`config.mk`:
```
export PLATFORM = sky130hd
export DESIGN_NAME = systolic_feeder
export DESIGN_NICKNAME = d
export VERILOG_FILES = /design/src/rtl/systolic_feeder.sv
export SDC_FILE = /design/constraint.sdc
export NUM_CORES = 1
export LEC_CHECK = 0
export ABC_AREA = 1
export BUFFER_PORTS_ARGS = -buffer_cell sky130_fd_sc_hd__clkbuf_2
export CAP_MARGIN = 20
export CORE_MARGIN = 2
export CORE_UTILIZATION = 45
export CTS_BUF_LIST = sky130_fd_sc_hd__clkbuf_4 sky130_fd_sc_hd__clkbuf_8
export DETAILED_ROUTE_END_ITERATION = 10
export GPL_TIMING_DRIVEN = 0
export PLACE_DENSITY = 0.71
export SETUP_SLACK_MARGIN = 0.5
export SLEW_MARGIN = 10
export SYNTH_ARGS = -nofsm -noshare
export SYNTH_HDL_FRONTEND = slang
export SYNTH_SLANG_ARGS = --single-unit
```
`constraint.sdc`:
```
create_clock -name clk -period 25.4 [get_ports clk]
set_input_delay 1.27 -clock clk [delete_from_list [all_inputs] [get_ports clk]]
set_output_delay 1.27 -clock clk [all_outputs]
set_load 0.05 [all_outputs]
```
`src/rtl/systolic_feeder.sv`:
```
// systolic_feeder
//   N x N operand feeder for a systolic MAC array. One A column and one B row
//   are accepted per beat over a valid/ready handshake. Row i / column j are
//   skewed by i / j cycles so that A element i and B element j meet at
//   PE(i,j) exactly i+j edges after acceptance, together with valid/first
//   flags. After the last beat of a matrix the grid drains with zeros for
//   2N-2 edges, then done pulses.
//
// Parameters: OP_WIDTH (operand bits), N (array dimension, >= 2),
//             K_MAX (beats per matrix; the K_MAX-th beat is forced last)
// Ports:
//   clk, reset            clock, asynchronous active-high reset
//   in_valid/in_ready     beat handshake; in_last marks final beat
//   in_a_col, in_b_row    N operands each, element k at [k*OP_WIDTH +: OP_WIDTH]
//   mac_a, mac_b          per-PE operands, PE(i,j) at [(i*N+j)*OP_WIDTH +: OP_WIDTH]
//   pe_valid, pe_first    per-PE flags, bit i*N+j
//   busy, done            FEED/DRAIN indicator, end-of-matrix pulse
//   k_count               beats accepted in current matrix
//   stall_cycles          (only with SYSTOLIC_FEEDER_STATS_EN) FEED cycles
//                         without in_valid, saturating, cleared on first beat
//
// Optional feature macro: SYSTOLIC_FEEDER_STATS_EN

module systolic_feeder #(
  parameter int OP_WIDTH = 8,
  parameter int N        = 4,
  parameter int K_MAX    = 256,
  localparam int KW      = $clog2(K_MAX + 1),
  localparam int DW      = $clog2(2 * N - 1)
) (
  input  logic                       clk,
  input  logic                       reset,
  input  logic                       in_valid,
  output logic                       in_ready,
  input  logic                       in_last,
  input  logic [N*OP_WIDTH-1:0]      in_a_col,
  input  logic [N*OP_WIDTH-1:0]      in_b_row,
  output logic [N*N*OP_WIDTH-1:0]    mac_a,
  output logic [N*N*OP_WIDTH-1:0]    mac_b,
  output logic [N*N-1:0]             pe_valid,
  output logic [N*N-1:0]             pe_first,
  output logic                       busy,
  output logic                       done,
  output logic [KW-1:0]              k_count
`ifdef SYSTOLIC_FEEDER_STATS_EN
  ,
  output logic [15:0]                stall_cycles
`endif
);

  typedef enum logic [1:0] {IDLE, FEED, DRAIN} state_t;

  localparam logic [KW-1:0] K_LAST = KW'(K_MAX - 1);
  localparam logic [DW-1:0] D_LAST = DW'(2 * N - 3);

  state_t        state;
  logic [DW-1:0] drain_cnt;
  logic          accept;
  logic          inj_first;

  assign in_ready  = (state != DRAIN);
  assign busy      = (state != IDLE);
  assign accept    = in_valid && in_ready;
  assign inj_first = accept && (k_count == '0);

  // Each row pipe has i skew stages followed by N PE stages, so stage i+j
  // feeds PE(i,j). The flags travel with A since A and B arrive together.
  for (genvar i = 0; i < N; i++) begin : g_row
    logic [OP_WIDTH-1:0] a_pipe [i+N];
    logic                v_pipe [i+N];
    logic                f_pipe [i+N];

    always_ff @(posedge clk or posedge reset) begin
      if (reset) begin
        for (int s = 0; s < i + N; s++) begin
          a_pipe[s] <= '0;
          v_pipe[s] <= 1'b0;
          f_pipe[s] <= 1'b0;
        end
      end else begin
        a_pipe[0] <= accept ? in_a_col[i*OP_WIDTH +: OP_WIDTH] : '0;
        v_pipe[0] <= accept;
        f_pipe[0] <= inj_first;
        for (int s = 1; s < i + N; s++) begin
          a_pipe[s] <= a_pipe[s-1];
          v_pipe[s] <= v_pipe[s-1];
          f_pipe[s] <= f_pipe[s-1];
        end
      end
    end

    for (genvar j = 0; j < N; j++) begin : g_pe
      assign mac_a[(i*N+j)*OP_WIDTH +: OP_WIDTH] = a_pipe[i+j];
      assign pe_valid[i*N+j]                     = v_pipe[i+j];
      assign pe_first[i*N+j]                     = f_pipe[i+j];
    end
  end

  // Column pipes mirror the row pipes for B: stage j+i feeds PE(i,j).
  for (genvar j = 0; j < N; j++) begin : g_col
    logic [OP_WIDTH-1:0] b_pipe [j+N];

    always_ff @(posedge clk or posedge reset) begin
      if (reset) begin
        for (int s = 0; s < j + N; s++) b_pipe[s] <= '0;
      end else begin
        b_pipe[0] <= accept ? in_b_row[j*OP_WIDTH +: OP_WIDTH] : '0;
        for (int s = 1; s < j + N; s++) b_pipe[s] <= b_pipe[s-1];
      end
    end

    for (genvar i = 0; i < N; i++) begin : g_pe
      assign mac_b[(i*N+j)*OP_WIDTH +: OP_WIDTH] = b_pipe[j+i];
    end
  end

  // The last beat needs 2N-2 further edges to reach PE(N-1,N-1); done is
  // registered on that final edge so it coincides with those operands.
  always_ff @(posedge clk or posedge reset) begin
    if (reset) begin
      state     <= IDLE;
      k_count   <= '0;
      drain_cnt <= '0;
      done      <= 1'b0;
    end else begin
      done <= 1'b0;
      case (state)
        IDLE: begin
          if (accept) begin
            k_count   <= KW'(1);
            drain_cnt <= '0;
            state     <= (in_last || K_MAX == 1) ? DRAIN : FEED;
          end
        end
        FEED: begin
          if (accept) begin
            k_count   <= k_count + 1'b1;
            drain_cnt <= '0;
            if (in_last || k_count == K_LAST) state <= DRAIN;
          end
        end
        DRAIN: begin
          if (drain_cnt == D_LAST) begin
            state     <= IDLE;
            done      <= 1'b1;
            k_count   <= '0;
            drain_cnt <= '0;
          end else begin
            drain_cnt <= drain_cnt + 1'b1;
          end
        end
        default: state <= IDLE;
      endcase
    end
  end

`ifdef SYSTOLIC_FEEDER_STATS_EN
  always_ff @(posedge clk or posedge reset) begin
    if (reset) begin
      stall_cycles <= '0;
    end else if (state == IDLE && accept) begin
      stall_cycles <= '0;
    end else if (state == FEED && !in_valid && stall_cycles != 16'hFFFF) begin
      stall_cycles <= stall_cycles + 16'd1;
    end
  end
`endif

endmodule

```
# [Word level (Yosys, flattened, before mapping)]
# Cells that the tools add are included.
[totals] reg_bits=381 in_bits=68 out_inout_bits=300 word_cells=109
[classes] addsub=2 eq_ne=10 muxes=23 reduce_logical=12
[ops] operator="$mux W8" count=8
[ops] operator="$mux W9" count=3
[ops] operator="$pmux W9 S3" count=1
[ops] operator="$mux W2" count=5
[ops] operator="$ne A2 B2 Y1 const B" count=5
[ops] operator="$add A9 B1 Y9 const B" count=1
[ops] operator="$eq A9 B8 Y1 const B" count=1
[ops] operator="$logic_not A9 Y1" count=1
[ops] operator="$reduce_and A4 Y1" count=2
[ops] operator="$mux W3" count=2
[ops] operator="$pmux W2 S3" count=1
[ops] operator="$pmux W3 S2" count=1
[ops] operator="$reduce_bool A2 Y1" count=2
[ops] operator="$add A3 B1 Y3 const B" count=1
[ops] operator="$eq A3 B3 Y1 const B" count=1
[ops] operator="$reduce_bool A3 Y1" count=1
[ops] operator="$eq A2 B1 Y1 const B" count=1
[ops] operator="$eq A2 B2 Y1 const B" count=1
[ops] operator="$logic_and A1 B1 Y1" count=2
[ops] operator="$logic_not A2 Y1" count=1
[ops] operator="$mux W1" count=2
[ops] operator="$ne A2 B1 Y1 const B" count=1
[ops] operator="$reduce_and A2 Y1" count=1
[ops] operator="$reduce_or A2 Y1" count=1
[ops] operator="$logic_or A1 B1 Y1" count=1

# [Depth between registers and ports, before layout]
# Gate-level depths: netlist (run 1).
[logic_depth] ltp_word=5 depth_mapped=11 mapped_depth_nobuf=11

# [Least setup slack after synthesis (run 1)]
# OpenSTA, ideal clock, no wires.
[synth_timing] path_kind="register to output" startpoint="reg state[0]" endpoint="out in_ready" arrival_time_ps=1004 required_ps=24130 slack_ps=23126 stages_incl_launch_ff=4 n_path_buf=0 path_cell_list="dfrtp_1 -> inv_1 -> ha_1 -> inv_1"
[synth_between] elab_chain_cells=1
[synth_lines] element="start: declaration" line="56" text="state_t state;"
[synth_lines] element="start signal: assignment" line="132" text="state <= (in_last || K_MAX == 1) ? DRAIN : FEED;"
[synth_lines] element="$ne A2 B2 Y1" line="61" text="assign in_ready = (state != DRAIN);"
[synth_lines] element="end: declaration" line="34" text="output logic in_ready,"
# No other way between the ends.

# [Worst setup path after layout (run 1)]
# Same ends and word-level chain as after synthesis.

==> qor.txt, run 1 <==
M1 GR Usage - 0.195
Detail Placement HPWL - 16.4 mm
hold_sp - g_row[3].a_pipe[39]
Initial Util - 0.455
DRT iter0 DRCs - 253
CP required - 24130 ps
Ys Warns - 0
path depth of the worst reg2reg path - 7
status - complete, no violations
Post-synth top flop - dfrtp_1
die area - 28400 um2
Setup-failing EPs final - 0
largest net degree at the start of global routing - 125
worst hold margin - 338 ps
DR DRC count - 0
antenna violations before repair - 0
core box area - 26800 um2
Vias - 6806
post-CTS resize count - 0
startpoint of the worst-slack reg-to-reg timing path - state[0]
Hold Path Class - register to register
Std-Cell Rows - 60
I/O Buffers - 367
final hold violations - 0
synth unique cells - 24
DR WL/cell - 13.6 um
Static Leakage - 0.00928 uW
Die H - 169 um
hold depth - 0
Reg area - 9530 um2
Slew HR - 0.588
final worst path period need - 3000 ps
crit share post-route - 0.118
Layout Nets - 1344
Worst setup SP type - register
skew final - 26.6 ps
Cell Count, Final, Fillers Out - 1659
Synth top area share - 0.782
leading area contributor after synthesis - dfrtp_1
Worst Hold Path EP - mac_a[103]
drt via density - 4.10
fin. max-slew vios - 0
crit-path max FO - 6
most common cell in the netlist - dfrtp_1
critical path endpoint category - output port
Pwr Density - 118 nW/um2
Layout area overhead - 30.8%
insertion delay to the later sink of the worst-skew pair - 570 ps
ys async rst share - 1.00
Syn Nets - 912
met2 usage in global routing - 0.269
Seq cells post-synth - 381
GRT overflow - 0
# IOs - 368
Setup TNS Final - 0 ps
Peak supply drop - 0.0853 mV
CTS H-tree lvls - 2
first-pass GRT wire length - 35.3 mm
multi-input logic area - 713 um2
fin util - 0.595
final wirelength - 22.6 mm
drt first pass iters - 4
worst-margin pin slew - 619 ps
post-CTS setup buffers - 0
Filler cells - 2143
clk slew on worst S/H paths - 60 ps
root buffer cell - clkbuf_8
CTS tree - yes
clock sinks - 381
r2r setup slk - 23550 ps
Global Route Usage Sum - 0.158
gr busiest metal - met2
Post-synth EDFFs - 0
final antenna-violating net count - 0
Avg Inst Size Synth - 14.6 um2
vias in the first global route - 6879
Die X - 169 um
Area contributors post-synth - dfrtp_1, buf_4, inv_1, nor2_1, nand2_1
Max Fclk - 333 MHz
area of the mapped netlist - 12200 um2
RSZ-0062 raised after global routing - no
CTS Hold Bufs - 0
number of diodes - 0
arrival time at the worst endpoint - 1730 ps
Final GP Congestion - 0.806
worst r2r dst - g_col[2].b_pipe[40]
Max Buffers Root-to-Sink - 3
max cap viols - 0
Placed Cells - 1549
met3 usage - 0.0461
layout cell share with drive strength beyond 1 - 0.536
crit path kind - register to output port
Post-Syn Instances - 838
sequential share of the synthesized area - 0.782
synth cell count leaders - dfrtp_1, buf_4, inv_1
CTS Buf Count - 60
-- area by class of cell --
type                       count  share of cell area
timing repair buffer         370               0.120
multi-input combinational    152              0.0447
clock buffer                 101              0.0805
sequential                   381               0.598
tap                          341              0.0267
buffer                       218               0.102
inverter                      87              0.0209
clock inverter                 9             0.00776
-- worst max path at each step --
stage                          endpoint  slack (ps)  startpoint  cells after the start
CTS                            in_ready       22370    state[0]                      4
detailed placement  g_row[1].a_pipe[37]       22700       reset                      4
floorplan                          done       13540       reset                      1
global route                   in_ready       22270    state[0]                      4
finish                         in_ready       22400    state[0]                      4
global placement    g_row[2].a_pipe[40]        9990       reset                      2
-- power by group --
part           switching, uW  internal, uW  total [uW]
clock                    220           348         568
combinational            417           145         562
sequential              48.2           705         753
-- worst max-delay path, stage by stage, from the launching register on --
cell,delay (ps)
dfrtp_1,400
inv_1,90
ha_1,310
inv_1,110
clkbuf_2,260
-- logic make-up (layout without fill, tap and decap cells) --
kind of cell	after synthesis	count (layout)	share of synthesized area
AO/OA/AOI/OAI	16	16	0.00790
AND/OR/NAND/NOR	129	129	0.0437
flip-flops	381	381	0.782
adder cells (fa/ha/maj)	6	6	0.00616
XOR/XNOR	1	1	0.000718
buffers and inverters	305	785	0.160
-- metal layers --
metal	up-vias	share of wire
met1	3338	0.39
met4	0	0.017
met5	-	0
li1	3189	-
met2	255	0.52
met3	24	0.072
-- per-stage QoR --
step,power (uW),setup slack (ps),cell area [um2]
final,1880,22400,16000
after global routing,1970,22270,16000
after detailed placement,1330,22700,14500
after CTS,1910,22370,16000
after floorplan,1200,13540,12200
after global placement,1320,9990,14500
-- registers in the layout, summed over array words and instances, names as in the netlist --
| signal | cells |
|---|---|
| pe_valid | 4 |
| g_row.v_pipe | 3 |
| pe_first | 4 |
| g_row.a_pipe | 48 |
| g_row.f_pipe | 3 |
| g_col.b_pipe | 48 |
| done | 1 |
| mac_b | 128 |
| drain_cnt | 3 |
| k_count | 9 |
| state | 2 |
| mac_a | 128 |
-- layout by cell type, fill, tap and decap left out --
master,instances
nand2_2,2
inv_8,1
nor2_1,77
nor2_2,1
xor2_1,1
o21ai_1,3
buf_6,1
inv_2,2
inv_1,84
clkbuf_1,1
nand3_1,12
clkbuf_2,367
o21ai_2,1
clkbuf_4,17
dfrtp_1,381
o21bai_1,1
ha_1,6
o31ai_1,1
nand4_1,4
buf_16,3
o31ai_2,1
clkinv_2,5
a21oi_1,4
bufinv_16,3
buf_2,6
nand2_4,2
nand2_1,30
o21ai_0,5
clkbuf_8,84
nor3_1,1
buf_4,210
inv_6,1
Power figures use the tool's default switching activity.
==> run 2, diff against run 1 <==
--- a/config.mk
+++ b/config.mk
@@ -5,7 +5,7 @@
 export SDC_FILE = /design/constraint.sdc
 export NUM_CORES = 1
 export LEC_CHECK = 0
-export ABC_AREA = 1
+export ABC_AREA = 0
 export BUFFER_PORTS_ARGS = -buffer_cell sky130_fd_sc_hd__clkbuf_2
 export CAP_MARGIN = 20
 export CORE_MARGIN = 2
@@ -13,7 +13,7 @@
 export CTS_BUF_LIST = sky130_fd_sc_hd__clkbuf_4 sky130_fd_sc_hd__clkbuf_8
 export DETAILED_ROUTE_END_ITERATION = 10
 export GPL_TIMING_DRIVEN = 0
-export PLACE_DENSITY = 0.71
+export PLACE_DENSITY = 0.74
 export SETUP_SLACK_MARGIN = 0.5
 export SLEW_MARGIN = 10
 export SYNTH_ARGS = -nofsm -noshare
==> constraint.sdc (replaced) <==
create_clock -name clk -period 2.41 [get_ports clk]
set_input_delay 0.1205 -clock clk [delete_from_list [all_inputs] [get_ports clk]]
set_output_delay 0.1205 -clock clk [all_outputs]
set_load 0.05 [all_outputs]
==> run 2 against run 1 <==
Effect of this change: wire length increased by 12%; combinational power grew to 11 times the previous value; register-to-register slack lost 23000 ps; worst hold slack got worse by 220 ps; non-clock buffer count is 79 higher; critical endpoint is now state[0].
==> qor.txt, run 2 <==
Setup-failing EPs final - 0 (unchanged)
Power Total - 19800 uW (+950%)
Layout Nets - 1332 (-0.89%)
sequential share of the synthesized area - 0.788 (+0.00631)
Placed Cells - 1468 (-5.2%)
Std-Cell Rows - 60 (unchanged)
Layout area overhead - 37.5%
# IOs - 368 (unchanged)
Pwr Density - 1190 nW/um2 (+910%)
fin. max-slew vios - 0 (unchanged)
final wirelength - 25.2 mm (+12%)
critical path endpoint category - register
Initial Util - 0.454 (-0.00110)
DRT iter0 DRCs - 251 (-0.79%)
CP dominant cell by count - nor2_1
final hold violations - 0 (unchanged)
die area - 28200 um2 (-0.78%)
Hold Path Class - input port to async pin
most common cell after layout, fill and taps aside - dfrtp_1
critical path's slowest cell - dfrtp_2
Static Leakage - 0.00926 uW (-0.29%)
vias in the first global route - 7204 (+4.7%)
Seq cells post-synth - 381 (unchanged)
Post-synth EDFFs - 0 (unchanged)
most common cell in the netlist - dfrtp_1
first-pass GRT wire length - 38.9 mm (+10%)
r2r setup slk - 560 ps (-22990 ps)
Logic pwr share - 0.314 (+0.015)
worst-margin pin slew - 603 ps (-15.3 ps)
DR WL/cell - 15.3 um (+13%)
drt first pass iters - 4 (unchanged)
path depth of the worst reg2reg path - 9 (+2)
Filler cells - 1925 (-10%)
final worst path period need - 1850 ps
Vias - 6930 (+1.8%)
DR WL met2 - 13.2 mm (+13%)
I/O Buffers - 367 (unchanged)
status - complete, no violations
largest net degree at the start of global routing - 43 (-66%)
Detail Placement HPWL - 17.4 mm (+6.4%)
most frequent cells in the layout - dfrtp_1, clkbuf_2, buf_4
antenna violations before repair - 0 (unchanged)
Clk pwr share - 0.283 (-0.018)
slowest stage delay, CP - 420 ps (+20 ps)
routed wl met3 - 1.29 mm (-20%)
leading area contributor after synthesis - dfrtp_1
Ys Warns - 0 (unchanged)
dpl cell area - 14600 um2 (+0.11%)
Die H - 168 um (-0.39%)
Cell Count, Final, Fillers Out - 1645 (-0.84%)
final antenna-violating net count - 0 (unchanged)
startpoint of the worst-slack reg-to-reg timing path - k_count[0]
Peak supply drop - 1.21 mV (+1300%)
Final GP Congestion - 0.800 (-0.74%)
NetSw - 7330 uW (+970%)
synth unique cells - 34 (+42%)
crit share post-route - 0.767
clk slew on worst S/H paths - 60 ps (about the same)
clock sinks - 381 (unchanged)
ys async rst share - 1.00 (unchanged)
max layer used - met4
arrival time at the worst endpoint - 2330 ps (+600 ps)
insertion delay to the later sink of the worst-skew pair - 570 ps (about the same)
CP endpoint - state[0]
core box area - 26700 um2 (-0.56%)
RSZ-0062 raised after global routing - no
drt via density - 4.21 (+2.7%)
crit path kind - register to register
synth cell count leaders - dfrtp_1, buf_4, and2_1
worst r2r dst - state[0]
Post-Syn Instances - 750 (-11%)
Max Buffers Root-to-Sink - 3 (unchanged)
Area contributors post-synth - dfrtp_1, buf_4, and2_1, ha_1, mux2i_1
Critical Path, Cell by Cell - ha_1, and3_4, nand3_1, nor2_1, ha_1, nor2_1, nor2_1, o21bai_2, mux2i_1
root buffer cell - clkbuf_8
Slew HR - 0.596 (+0.00797)
CTS Buf Count - 58 (-3.3%)
GRT overflow - 0 (unchanged)
DR DRC count - 0 (unchanged)
fin util - 0.624 (+0.0288)
Post-synth top flop - dfrtp_1
layout cell share with drive strength beyond 1 - 0.552 (+0.0154)
Max Fclk - 541 MHz
max cap viols - 0 (unchanged)
CTS tree - yes
Int Pwr - 12500 uW (+950%)
Final Instance Area - 16600 um2 (+4.2%)
Synth top area share - 0.788 (+0.00631)
Global Route Usage Sum - 0.179 (+0.0207)
CP required - 2890 ps (-21240 ps)
crit path from - k_count[0]
crit-path max FO - 4 (-2)
Avg Inst Size Synth - 16.1 um2 (+11%)
Syn Nets - 824 (-9.6%)
switching part of the total - 0.369 (+0.00529)
skew final - 11.5 ps (-15.2 ps)
sequential power share - 0.403 (+0.003)
CTS H-tree lvls - 2 (unchanged)
Die X - 168 um (-0.39%)
Worst setup SP type - register
area of the mapped netlist - 12100 um2 (-0.80%)
WL met1 - 9.96 mm (+12%)
[run 2: timing repair]
action,in CTS,in global routing
endpoints found under the hold margin,95,0
endpoints found under the setup margin,51,92
setup buffers,1,2
gates resized for setup,7,18
pin swaps,1,1
hold buffers,67,0
cloned,0,1
[run 2: worst min-delay path by stage]
| stage | start | to | slack [ps] | cells past startpoint |
|---|---|---|---|---|
| floorplan | in_b_row[8] | g_col[1].b_pipe[32] | 250 | 1 |
| global placement | in_a_col[1] | mac_a[1] | 330 | 2 |
| detailed placement | reset | mac_a[93] | 230 | 2 |
| CTS | reset | mac_b[127] | 150 | 3 |
| global route | reset | mac_b[127] | 120 | 3 |
| finish | reset | mac_b[127] | 120 | 3 |
[run 2: logic make-up (layout without fill, tap and decap cells)]
family / after synthesis / count (layout) / synth area share
other cells: 0 / 1 / 0
buf+inv: 231 / 784 / 0.137
flops: 381 / 381 / 0.788
compound gates: 27 / 27 / 0.0146
simple gates: 99 / 99 / 0.0491
mux: 6 / 6 / 0.00496
fa+ha+maj: 6 / 6 / 0.00621
[run 2: cell type report]
class                      count  area (um2)  area share
timing repair buffer         447        2730       0.164
clock buffer                  92        1170      0.0701
inverter                      11        45.0     0.00271
tap                          341         427      0.0256
multi-input combinational    138         972      0.0584
clock inverter                13         124     0.00745
timing repair inverter         1        5.00    0.000301
sequential                   381        9540       0.573
buffer                       220        1630      0.0979
antenna                        1        2.50    0.000150
[run 2: stage by stage]
| step | setup WS, ps | TNS, ps | hold WS (ps) |
|---|---|---|---|
| 2_1_floorplan | -2830 | -1078420 | 249 |
| 3_3_place_gp | -4680 | -1764010 | 327 |
| 3_5_place_dp | 27.1 | 0 | 231 |
| 4_1_cts | 503 | 0 | 150 |
| 6_report | 563 | 0 | 119 |
| 5_1_grt | 477 | 0 | 118 |
[run 2: power groups by stage]
stage / sequential, uW / clock (uW) / combinational (uW)
CTS: 8020 / 5790 / 6160
floorplan: 8870 / 0 / 3870
finish: 8010 / 5620 / 6230
detailed placement: 8130 / 0 / 6020
global route: 8130 / 6090 / 6490
global placement: 8080 / 0 / 5920
[run 2: routing by layer]
metal  up-vias  GRT usage
li1       3180          -
met2       240      0.311
met1      3462      0.218
met3        48     0.0388
met5         -          0
met4         0     0.0715
[run 2: worst max-delay path: cells and delay by family, from the launching register on]
| kind | cells | cell delay [ps] |
|---|---|---|
| adder cells (fa/ha/maj) | 2 | 420 |
| AO/OA/AOI/OAI | 1 | 180 |
| multiplexers | 1 | 210 |
| flip-flops | 1 | 420 |
| AND/OR/NAND/NOR | 5 | 540 |
